$ cat config.mk
export PLATFORM = sky130hd
export DESIGN_NAME = tnn_feature_loader
export DESIGN_NICKNAME = d
export VERILOG_FILES = /design/src/rtl/tnn_loader_pkg.sv /design/src/rtl/tnn_fifo2.sv /design/src/rtl/tnn_feature_loader.sv
export SDC_FILE = /design/constraint.sdc
export NUM_CORES = 1
export LEC_CHECK = 0
export BUFFER_PORTS_ARGS = -buffer_cell sky130_fd_sc_hd__buf_2
export CORE_MARGIN = 4
export CORE_UTILIZATION = 55
export CTS_CLUSTER_SIZE = 25
export DETAILED_ROUTE_END_ITERATION = 10
export PLACE_DENSITY = 0.75
export SLEW_MARGIN = 0
export SYNTH_ARGS = -nofsm -noshare
export SYNTH_HDL_FRONTEND = slang
export SYNTH_SLANG_ARGS = --single-unit
$ cat constraint.sdc
create_clock -name clk -period 2.46 [get_ports clk]
set_input_delay 0.369 -clock clk [delete_from_list [all_inputs] [get_ports clk]]
set_output_delay 0.369 -clock clk [all_outputs]
set_load 0.02 [all_outputs]
$ cat src/rtl/tnn_loader_pkg.sv
// Shared types for the TNN feature loader: quantized feature width, feature
// count, loader FSM states and the packed 5x3-bit feature vector.
package tnn_loader_pkg;
  localparam int Q_W   = 3;
  localparam int NFEAT = 5;

  typedef enum logic [1:0] {
    ST_COLLECT = 2'd0,
    ST_LAST    = 2'd1,
    ST_STALL   = 2'd2
  } ld_state_e;

  // Field a sits in the MSBs so {a,b,c,d,e} concatenations map directly.
  typedef struct packed {
    logic [Q_W-1:0] a;
    logic [Q_W-1:0] b;
    logic [Q_W-1:0] c;
    logic [Q_W-1:0] d;
    logic [Q_W-1:0] e;
  } feat_vec_t;
endpackage

$ cat src/rtl/tnn_fifo2.sv
// Two-entry first-in-first-out buffer for assembled feature vectors.
// The head entry is presented on o_data and only moves when popped.
module tnn_fifo2
  import tnn_loader_pkg::*;
(
  input  logic      clk,
  input  logic      rst_n,
  input  logic      i_push,
  input  feat_vec_t i_data,
  input  logic      i_pop,
  output logic      o_valid,
  output logic      o_full,
  output feat_vec_t o_data
);
  feat_vec_t  r_mem [2];
  logic       r_wr_ptr;
  logic       r_rd_ptr;
  logic [1:0] r_count;
  logic       w_push;
  logic       w_pop;

  assign w_pop  = i_pop && (r_count != 2'd0);
  assign w_push = i_push && ((r_count != 2'd2) || w_pop);

  always_ff @(posedge clk or negedge rst_n) begin
    if (!rst_n) begin
      r_mem[0] <= '0;
      r_mem[1] <= '0;
      r_wr_ptr <= 1'b0;
      r_rd_ptr <= 1'b0;
      r_count  <= 2'd0;
    end else begin
      if (w_push) begin
        r_mem[r_wr_ptr] <= i_data;
        r_wr_ptr        <= ~r_wr_ptr;
      end
      if (w_pop) begin
        r_rd_ptr <= ~r_rd_ptr;
      end
      if (w_push && !w_pop) begin
        r_count <= r_count + 2'd1;
      end else if (!w_push && w_pop) begin
        r_count <= r_count - 2'd1;
      end
    end
  end

  assign o_valid = (r_count != 2'd0);
  assign o_full  = (r_count == 2'd2);
  assign o_data  = r_mem[r_rd_ptr];
endmodule

$ cat src/rtl/tnn_feature_loader.sv
// Collects five raw feature beats (a..e), quantizes each to 3 bits and hands
// the assembled vector to the neuron core through a 2-entry output buffer.
module tnn_feature_loader
  import tnn_loader_pkg::*;
#(
  parameter int FEAT_W  = 8,
  parameter int Q_SHIFT = 5
) (
  input  logic              clk,
  input  logic              rst_n,
  input  logic              s_valid,
  output logic              s_ready,
  input  logic [FEAT_W-1:0] s_data,
  input  logic              s_last,
  output logic              m_valid,
  input  logic              m_ready,
  output logic [Q_W-1:0]    m_a,
  output logic [Q_W-1:0]    m_b,
  output logic [Q_W-1:0]    m_c,
  output logic [Q_W-1:0]    m_d,
  output logic [Q_W-1:0]    m_e,
  output logic              frame_err,
  output logic [15:0]       sample_cnt,
  output ld_state_e         o_dbg_state
);
  // Handshake: a transfer happens on any rising edge where valid & ready are
  // both high; valid never waits on ready, and s_ready depends on state only.
  ld_state_e         r_state;
  ld_state_e         w_state_nxt;
  logic [2:0]        r_idx;
  logic [Q_W-1:0]    r_slot [4];
  logic              r_pend;
  feat_vec_t         r_pend_vec;
  logic              r_frame_err;
  logic [15:0]       r_sample_cnt;
  logic [FEAT_W-1:0] w_shifted;
  logic [Q_W-1:0]    w_q;
  logic              w_acc;
  logic              w_pop;
  logic              w_fifo_full;
  logic              w_full_after;
  logic              w_frame_viol;
  logic              w_complete;
  feat_vec_t         w_head;

  assign w_shifted = s_data >> Q_SHIFT;
  assign w_q       = (w_shifted > FEAT_W'(7)) ? 3'd7 : w_shifted[Q_W-1:0];

  assign s_ready      = (r_state != ST_STALL);
  assign w_acc        = s_valid && s_ready;
  assign w_pop        = m_valid && m_ready;
  // Buffer occupancy as it will be after this edge; no push can coincide.
  assign w_full_after = w_fifo_full && !w_pop;
  assign w_frame_viol = w_acc && (s_last != (r_idx == 3'd4));
  assign w_complete   = w_acc && s_last && (r_idx == 3'd4);

  always_comb begin
    w_state_nxt = r_state;
    case (r_state)
      ST_COLLECT: begin
        if (w_acc && !s_last && (r_idx == 3'd3)) begin
          w_state_nxt = w_full_after ? ST_STALL : ST_LAST;
        end
      end
      ST_LAST: begin
        if (w_acc) begin
          w_state_nxt = ST_COLLECT;
        end
      end
      ST_STALL: begin
        if (!w_full_after) begin
          w_state_nxt = ST_LAST;
        end
      end
      default: w_state_nxt = ST_COLLECT;
    endcase
  end

  always_ff @(posedge clk or negedge rst_n) begin
    if (!rst_n) begin
      r_state      <= ST_COLLECT;
      r_idx        <= 3'd0;
      r_pend       <= 1'b0;
      r_pend_vec   <= '0;
      r_frame_err  <= 1'b0;
      r_sample_cnt <= 16'd0;
      for (int i = 0; i < 4; i++) begin
        r_slot[i] <= '0;
      end
    end else begin
      r_state     <= w_state_nxt;
      r_frame_err <= w_frame_viol;
      r_pend      <= w_complete;
      if (w_complete) begin
        r_pend_vec <= {r_slot[0], r_slot[1], r_slot[2], r_slot[3], w_q};
      end
      if (r_pend) begin
        r_sample_cnt <= r_sample_cnt + 16'd1;
      end
      if (w_acc) begin
        if (w_frame_viol || w_complete) begin
          r_idx <= 3'd0;
        end else begin
          r_slot[r_idx[1:0]] <= w_q;
          r_idx              <= r_idx + 3'd1;
        end
      end
    end
  end

  tnn_fifo2 u_fifo (
    .clk     (clk),
    .rst_n   (rst_n),
    .i_push  (r_pend),
    .i_data  (r_pend_vec),
    .i_pop   (m_ready),
    .o_valid (m_valid),
    .o_full  (w_fifo_full),
    .o_data  (w_head)
  );

  assign m_a         = w_head.a;
  assign m_b         = w_head.b;
  assign m_c         = w_head.c;
  assign m_d         = w_head.d;
  assign m_e         = w_head.e;
  assign frame_err   = r_frame_err;
  assign sample_cnt  = r_sample_cnt;
  assign o_dbg_state = r_state;
endmodule

---- Word level (Yosys, flattened, before mapping) ----
Index checks and enable logic that the tools add are counted.
operators by class
  add/subtract/negate cells ............... 4
  magnitude comparators ................... 6
  mux-type cells .......................... 18
  equal/unequal tests ..................... 11
  bitwise operators ....................... 6
  reductions and logical operators ........ 23
operators by type and width
  cell                     count
  $mux W15                 4
  $bwmux W30               1
  $add A16 B1 Y16 const B  1
  $demux W15 S1            1
  $logic_and A1 B1 Y1      13
  $bwmux W12               1
  $mux W2                  6
  $ne A2 B2 Y1 const B     5
  $mux W3                  3
  $demux W3 S2             1
  $pmux W2 S3              1
  $eq A2 B2 Y1 const B     2
  $ge A2 B2 Y1 const B     2
  $not A1 Y2               2
  $reduce_bool A2 Y1       2
  $add A3 B1 Y3 const B    1
  $eq A3 B2 Y1 const B     1
  $eq A3 B3 Y1 const B     1
  $ge A3 B3 Y1 const B     1
  $gt A3 B3 Y1 const B     1
  $logic_not A1 Y1         3
  $lt A3 B1 Y1 const B     1
  $not A1 Y1               3
  $not A2 Y3               1
  other kinds (9)          10
word-level totals
  input bits .............................. 13
  word-level logic and storage cells ...... 95
  register bits ........................... 84
  output and inout bits ................... 36

---- Logic depth before layout (Yosys ltp) ----
Gate-level depths: netlist (run 1).
  word-level depth ........................ 8
  depth in mapped cells ................... 6

---- Hierarchy ----
A second synthesis (run 1) with hierarchy kept.
unflattened totals
  cells, all modules ...................... 255
  area, all modules ....................... 3734.8 µm²
by module, submodules not included
  module              area each (µm²)  times used  cells each  sequential area each (µm²)
  tnn_feature_loader  2205.9           1           157         1251.2
  tnn_fifo2           1529.0           1           98          850.8

---- Worst setup path after synthesis (run 1) ----
Ideal clock, no wire load.
  path type ............................... register to register
  from .................................... reg r_state[0] (netlist: o_dbg_state[0])
  to ...................................... reg r_pend_vec[10] (netlist bit)
  required time ........................... 2335 ps
  data arrival time ....................... 1643 ps
  stages on the path, launching flop included .. 6
  buffers on the path ..................... 2
  period minus slack after synthesis ...... 1768 ps
  path slack .............................. 692 ps
  cells stage by stage .................... dfrtp_1 -> nand2b_1 -> buf_2 -> nand3_1 -> buf_2 -> mux2_2
on the way
  word-level cells in the longest chain between the ends .. 4
ends and longest elaborated chain
  what                              line                      RTL
  from (decl)                       tnn_feature_loader.sv:28  ld_state_e r_state;
  from (signal assigned)            tnn_feature_loader.sv:91  r_state <= w_state_nxt;
  $ne A2 B2 Y1                      tnn_feature_loader.sv:49  assign s_ready = (r_state != ST_STALL);
  named net s_ready                 tnn_feature_loader.sv:12  output logic s_ready,
  $logic_and A1 B1 Y1               tnn_feature_loader.sv:50  assign w_acc = s_valid && s_ready;
  $logic_and A1 B1 Y1 (2 in a row)  tnn_feature_loader.sv:55  assign w_complete = w_acc && s_last && (r_idx == 3'd4);
  to (signal assigned)              tnn_feature_loader.sv:95  r_pend_vec <= {r_slot[0], r_slot[1], r_slot[2], r_slot[3], w_q};
  to (decl)                         tnn_feature_loader.sv:33  feat_vec_t r_pend_vec;
The timed path passes the listed nets, and every way through them passes these cells.
A chain may end at the register's enable or synchronous reset.

---- Worst setup path in the final report (run 1) ----
  from .................................... reg u_fifo.r_count[1]
  to ...................................... reg u_fifo.r_mem[9] (netlist bit)
on the way
  word-level cells in the longest chain between the ends .. 4
  elaborated cells between the ends (all ways) .. 5
  those cells by class .................... eq/ne (1); reduce/logical (4)
ends and longest elaborated chain
  what                             line             RTL
  from (decl)                      tnn_fifo2.sv:18  logic [1:0] r_count;
  from (signal assigned)           tnn_fifo2.sv:41  r_count <= r_count + 2'd1;
  from (signal assigned)           tnn_fifo2.sv:43  r_count <= r_count - 2'd1;
  $reduce_bool A2 Y1               tnn_fifo2.sv:22  assign w_pop = i_pop && (r_count != 2'd0);
  $logic_and A1 B1 Y1              tnn_fifo2.sv:22
  $logic_or A1 B1 Y1 *             tnn_fifo2.sv:23  assign w_push = i_push && ((r_count != 2'd2) || w_pop);
  $logic_and A1 B1 Y1 *            tnn_fifo2.sv:23
  to (signal, indexed assignment)  tnn_fifo2.sv:34  r_mem[r_wr_ptr] <= i_data;
  to (decl)                        tnn_fifo2.sv:15  feat_vec_t r_mem [2];
Every way passes the cells marked *; elsewhere a longest branch is shown, timed or not.

==> results.json, run 1 <==
{
  "synth-seq-cells": 84,
  "die_w_um": 89.17,
  "coreArea_sq_mm": 0.006386,
  "worstPathArrival_ns": 2.19,
  "synth_top_family_by_area": "multiplexers",
  "clk_pin_slew_ns": 0.09,
  "cts_resized": 0,
  "layout_common_cells": "dfrtp_1 (84), mux2_2 (63), buf_2 (42)",
  "final_common_cell": "dfrtp_1",
  "holdCritPathClass": "input pin to asynchronous set/reset pin",
  "cts_buffer_depth": 2,
  "peakVddDrop_v": 0.0005032,
  "max_freq_mhz": 510.0,
  "start_util_pct": 56.74,
  "vias": 2125,
  "nNetsFinal": 326,
  "fin_cells": 387,
  "synth_compound_area_share_pct": 1.347,
  "ys_seq_area_share_pct": 58.01,
  "end_kind": "flop",
  "hold_viol": 0,
  "ctsHoldBuffers": 0,
  "clock_latency_ns": 0.35,
  "num_rows": 29,
  "die_height_um": 89.17,
  "synth.avg_cell_area_sq_um": 14.21,
  "cap_violations": 0,
  "fin_crit_sh_pct": 79.70,
  "floorplan.die_area_sq_mm": 0.007950,
  "fin_crit_ns": 1.961,
  "netlist_top_cells_area": "dfrtp_1 (58%), mux2_2 (20%), mux2_4 (4.1%), xor2_1 (3.4%), ha_1 (2.4%)",
  "syn_to_final_growth_pct": 13.78,
  "dpl.cell_count": 372,
  "io_pins": 49,
  "required_ns": 2.69,
  "setup-violations-final": 0,
  "drive_gt1_share_pct": 45.16,
  "yosys_warnings": 0,
  "cp_top_family": "simple AND/OR/NAND/NOR gates",
  "drt-total-wl_mm": 6.269,
  "htree_levels": 3,
  "root_buffer": "clkbuf_8",
  "cp-start-kind": "flop",
  "ys_types": 30,
  "cts_tree": "built",
  "hpwl_mm": 4.297,
  "wl_per_cell_um": 16.20,
  "cts_buffers": 9,
  "syn_area_sq_mm": 0.003623,
  "synth_xor_area_share_pct": 5.076,
  "grtUsageTotal_pct": 17.91,
  "yosysTopAreaCellShare_pct": 58.01,
  "status": "finished, final reports clean",
  "grt-ovfl-total": 0,
  "muxShareOfSynthArea_pct": 23.72,
  "grt_setup_unrepaired": "no",
  "antenna_left": 0,
  "port_buffers": 43,
  "grt_first_pass_wirelength_mm": 10.77,
  "antenna_found_initial": 0,
  "cts_sinks": 84,
  "post-route-drc-count": 0,
  "p_leak_nw": 2.177,
  "rr_worst_depth": 3,
  "synth-simple-area-share_pct": 7.079,
  "finalMaxSlewViolations": 0,
  "tightest_slew_ns": 0.9763,
  "yosys.area.top_type": "dfrtp_1",
  "grt_max_degree": 50,
  "r2r_start": "u_fifo.r_count[1]",
  "finalClockSkew_ns": 0.01192,
  "tns_ns": 0,
  "worstSetupPathType": "flop to flop",
  "grt_pass1_vias": 2231,
  "diodes": 0,
  "syn-instance-count": 255,
  "r2r_end": "u_fifo.r_mem[9]",
  "syn_nets": 275,
  "dr.pass1.iters": 4,
  "path_cells": "or3b_1 > and3_1 > mux2_2",
  "crit_path_max_fanout": 15,
  "power_density_mw_per_mm2": 792.5,
  "dr.first_iter.drc_count": 51,
  "drt-vias-per-instance": 5.491,
  "cpPeakStageDelay_ns": 0.81,
  "maxSlewHeadroom_pct": 34.91,
  "slowest_stage": "and3_1",
  "timing.reg2reg.setup_slack_ns": 0.50,
  "post-cts-setup-buffers": 0,
  "path_buf_inv": 0,
  "synth_fa_ha_area_share_pct": 2.417,
  "gp_congestion": 0.7596
}
## worst max-delay path by stage
stage	start	end	slack, ns	cells after the start
after floorplan	o_dbg_state[0]	r_pend_vec[10]	0.69	5
after global placement	m_ready	u_fifo.r_mem[13]	0.47	4
after detailed placement	m_ready	u_fifo.r_mem[9]	0.48	4
after CTS	u_fifo.r_count[1]	u_fifo.r_mem[9]	0.47	3
after global routing	u_fifo.r_count[1]	u_fifo.r_mem[10]	0.40	3
final	u_fifo.r_count[1]	u_fifo.r_mem[9]	0.50	3
## synth_stat cells
master     instances
o2bb2ai_1          2
xor2_1            14
dfrtp_1           84
inv_1              6
ha_1               7
a21oi_1            2
mux2_4            10
a31oi_1            1
nor3_1             4
o21bai_1           1
nor4_1             4
nand3_1            2
buf_6              1
mux2_2            63
nand2b_1           1
nand4_1           10
or3b_1             1
clkbuf_1           2
buf_2              4
and2_2             1
buf_1              1
xnor2_1            7
buf_12             1
nand2_1           12
nor3b_1            1
nor3b_2            1
and3_1             3
nor2_1             7
o31ai_1            1
or2_2              1
## sequential cells by signal, indices dropped and copies added, names as in the netlist, 2 cells and up
name,count
o_dbg_state,2
r_slot,12
u_fifo.r_mem,30
r_pend_vec,15
sample_cnt,16
u_fifo.r_count,2
r_idx,3
## report_power, final
group	switching (W)	total, W	internal (W)
clock	0.000470	0.000956	0.000486
combinational	0.000262	0.000551	0.000288
sequential	0.000152	0.00176	0.00161
## routing by layer
| metal | vias up | wire [um] | share of wire [%] | track usage (%) |
|---|---|---|---|---|
| met5 | - | 0 | 0 | 0 |
| met1 | 1066 | 2794 | 45 | 23.19 |
| met3 | 5 | 319 | 5.1 | 5.622 |
| li1 | 1004 | - | - | - |
| met2 | 50 | 3116 | 50 | 29.47 |
| met4 | 0 | 38 | 0.61 | 4.601 |
## per-stage QoR
| step | hold WS (ns) | utilization [%] | cell area (sq um) | setup slack, ns | power, W |
|---|---|---|---|---|---|
| after global placement | 0.4234 | 61.58 | 3933 | 0.4736 | 0.002312 |
| after detailed placement | 0.4402 | 61.58 | 3933 | 0.4825 | 0.002351 |
| final | 0.04408 | 64.56 | 4123 | 0.4993 | 0.003267 |
| after global routing | 0.08234 | 64.56 | 4123 | 0.4049 | 0.003441 |
| after floorplan | 0.07341 | - | 3623 | 0.6919 | 0.002155 |
| after CTS | 0.05745 | 64.56 | 4123 | 0.4742 | 0.003300 |
## cells by family after synthesis
logic type | count (synthesis)
adders and majority gates | 7
AOI/OAI and AO/OA | 7
buffers and inverters | 15
DFF | 84
xor gates and xnor gates | 21
and+or+nand+nor | 48
muxes | 73
## area by class of cell
| cell class | instances | area [sq um] |
|---|---|---|
| timing repair buffer | 49 | 275.3 |
| tap | 77 | 96.34 |
| inverter | 6 | 22.52 |
| sequential | 84 | 2102 |
| fill | 475 | 2263 |
| clock inverter | 5 | 52.55 |
| clock buffer | 10 | 137.6 |
| multi-input combinational | 156 | 1436 |
Note: power is estimated with default switching activity, not from simulation.
==> inputs of run 2 (changes only) <==
- CORE_UTILIZATION: 55 -> 51
- PLACE_DENSITY: 0.75 -> 0.73
- clock period: 2.46 -> 1.7 ns (I/O delays scaled with it)
==> results.json, run 2 (synthesis results as in run 1) <==
{
  "dpl.cell_count": 398,
  "seqPwrFrac_pct": 50.0,
  "syn_to_final_growth_pct": 20.79,
  "clk_pin_slew_ns": 0.08,
  "vias": 2142,
  "hpwl_mm": 4.314,
  "port_buffers": 43,
  "required_ns": 1.44,
  "start_util_pct": 53.04,
  "root_buffer": "clkbuf_8",
  "worstSetupPathType": "flop to output pin",
  "gp_congestion": 0.7991,
  "crit_start": "u_fifo.r_rd_ptr",
  "dr.first_iter.drc_count": 70,
  "maxSlewHeadroom_pct": 68.22,
  "cap_violations": 0,
  "antenna_left": 0,
  "p_leak_nw": 2.268,
  "p_comb_share_pct": 19.2,
  "dr.pass1.iters": 4,
  "layout_common_cells": "dfrtp_1 (83), mux2_2 (62), buf_2 (38)",
  "wl_per_cell_um": 15.17,
  "fin_hold_ws_ns": 0.2272,
  "nFillCells": 535,
  "peakVddDrop_v": 0.0005995,
  "regMostFlops": "u_fifo.r_mem",
  "grt_pass1_vias": 2157,
  "drive_gt1_share_pct": 48.45,
  "r2r_end": "u_fifo.r_count[1]",
  "crit_path_max_fanout": 5,
  "r2r_start": "u_fifo.r_count[1]",
  "die_height_um": 92.29,
  "grt_setup_unrepaired": "yes",
  "fin_crit_sh_pct": 98.10,
  "finalMaxSlewViolations": 0,
  "hold_viol": 0,
  "drt-total-wl_mm": 6.339,
  "post-route-drc-count": 0,
  "die_w_um": 92.29,
  "cts_buffers": 9,
  "clock_latency_ns": 0.35,
  "end_kind": "output pin",
  "swShare_pct": 26.44,
  "diodes": 0,
  "num_rows": 30,
  "antenna_found_initial": 0,
  "fin_cells": 418,
  "drt-vias-per-instance": 5.124,
  "timing.reg2reg.setup_slack_ns": 0.04,
  "floorplan.die_area_sq_mm": 0.008517,
  "holdCritPathClass": "input pin to flop",
  "status": "finished, final reports clean",
  "grtUsageTotal_pct": 16.22,
  "fin_crit_ns": 1.668,
  "worstPathArrival_ns": 1.41,
  "htree_levels": 3,
  "io_pins": 49,
  "cts_buffer_depth": 2,
  "cts_sinks": 84,
  "grt_first_pass_wirelength_mm": 10.61,
  "final_common_cell": "dfrtp_1",
  "internal-power_w": 0.003752,
  "p_sw_w": 0.001348,
  "tightest_slew_ns": 0.4767,
  "max_freq_mhz": 599.6,
  "grt_max_degree": 35,
  "pwr-share-clk_pct": 30.9,
  "setup-violations-final": 0,
  "cp-start-kind": "flop",
  "final_core_util_pct": 64.07,
  "power_density_mw_per_mm2": 1165,
  "nNetsFinal": 337,
  "worstHoldStart": "s_data[5]",
  "min_to": "r_pend_vec[0]",
  "finalClockSkew_ns": 0.008379,
  "worstHoldPathCells": 2,
  "cts_tree": "built",
  "tns_ns": 0,
  "rr_worst_depth": 6,
  "largest_reg_flops": 30,
  "grt-ovfl-total": 0,
  "coreArea_sq_mm": 0.006832
}
## run 2: cell count changes in the layout (fill, tap and decap cells not counted), moves of 2 or more
cell,before,now
buf_12,1,5
clkinv_2,3,0
buf_6,0,7
buf_2,42,38
buf_4,6,9
clkinv_4,0,2
## run 2: per-layer routing
| metal | GRT usage, % | part of all wire (%) | up-vias | routed length, um |
|---|---|---|---|---|
| li1 | - | - | 1024 | - |
| met3 | 4.468 | 3.8 | 10 | 239 |
| met1 | 21.44 | 46 | 1073 | 2942 |
| met4 | 6.683 | 1.8 | 0 | 112 |
| met2 | 25.36 | 48 | 35 | 3045 |
| met5 | 0 | 0 | - | 0 |
## run 2: power groups by stage
stage	Clock [W]	Sequential, W	Combinational (W)
after floorplan	0	0.00254	0.000577
after global placement	0	0.00256	0.000857
after detailed placement	0	0.00257	0.000886
after CTS	0.00162	0.00254	0.000926
after global routing	0.00173	0.00260	0.00107
final	0.00157	0.00255	0.000978
## run 2: critical path, stage by stage, from the launching register on
cell and delay, ns:
dfrtp_2 0.42, buf_6 0.15, mux2_2 0.34, buf_2 0.16
## run 2: final cells by class
cell class              instances  area [sq um]  share of cell area, %
clock inverters                 5         85.08                  1.944
clock buffers                  11         141.4                  3.230
multi-input cells             156          1458                  33.30
flip-flops and latches         84          2103                  48.06
repair buffers                 60         446.7                  10.21
inverters                       6         22.52                 0.5146
well taps                      96         120.1                  2.744
## run 2: timing repair
action / CTS / global route
buffers inserted: 1 / 1
gates cloned: 0 / 1
pin swaps: 0 / 3
resized for setup: 2 / 18
setup endpoints to repair: 4 / 20
hold buffers: 1 / 0
hold endpoints to repair: 32 / 0
## run 2: stage by stage
stage                     total power (W)  setup slack (ns)  instance area, sq um
final                            0.005100           0.03225                  4377
after global routing             0.005393          -0.04791                  4377
after CTS                        0.005081          0.006567                  4314
after detailed placement         0.003457        -0.0001830                  4064
after global placement           0.003413           0.06013                  4064
after floorplan                  0.003119           0.03466                  3628
## run 2: how the worst max path moves through the flow
| stage | to | slack (ns) | depth (start not counted) |
|---|---|---|---|
| floorplan | u_fifo.r_mem[0] | 0.03 | 5 |
| global placement | u_fifo.r_count[1] | 0.06 | 5 |
| detailed placement | u_fifo.r_count[1] | -0.0002 | 5 |
| CTS | m_c[0] | 0.007 | 3 |
| global route | u_fifo.r_count[1] | -0.05 | 6 |
| finish | m_d[2] | 0.03 | 3 |
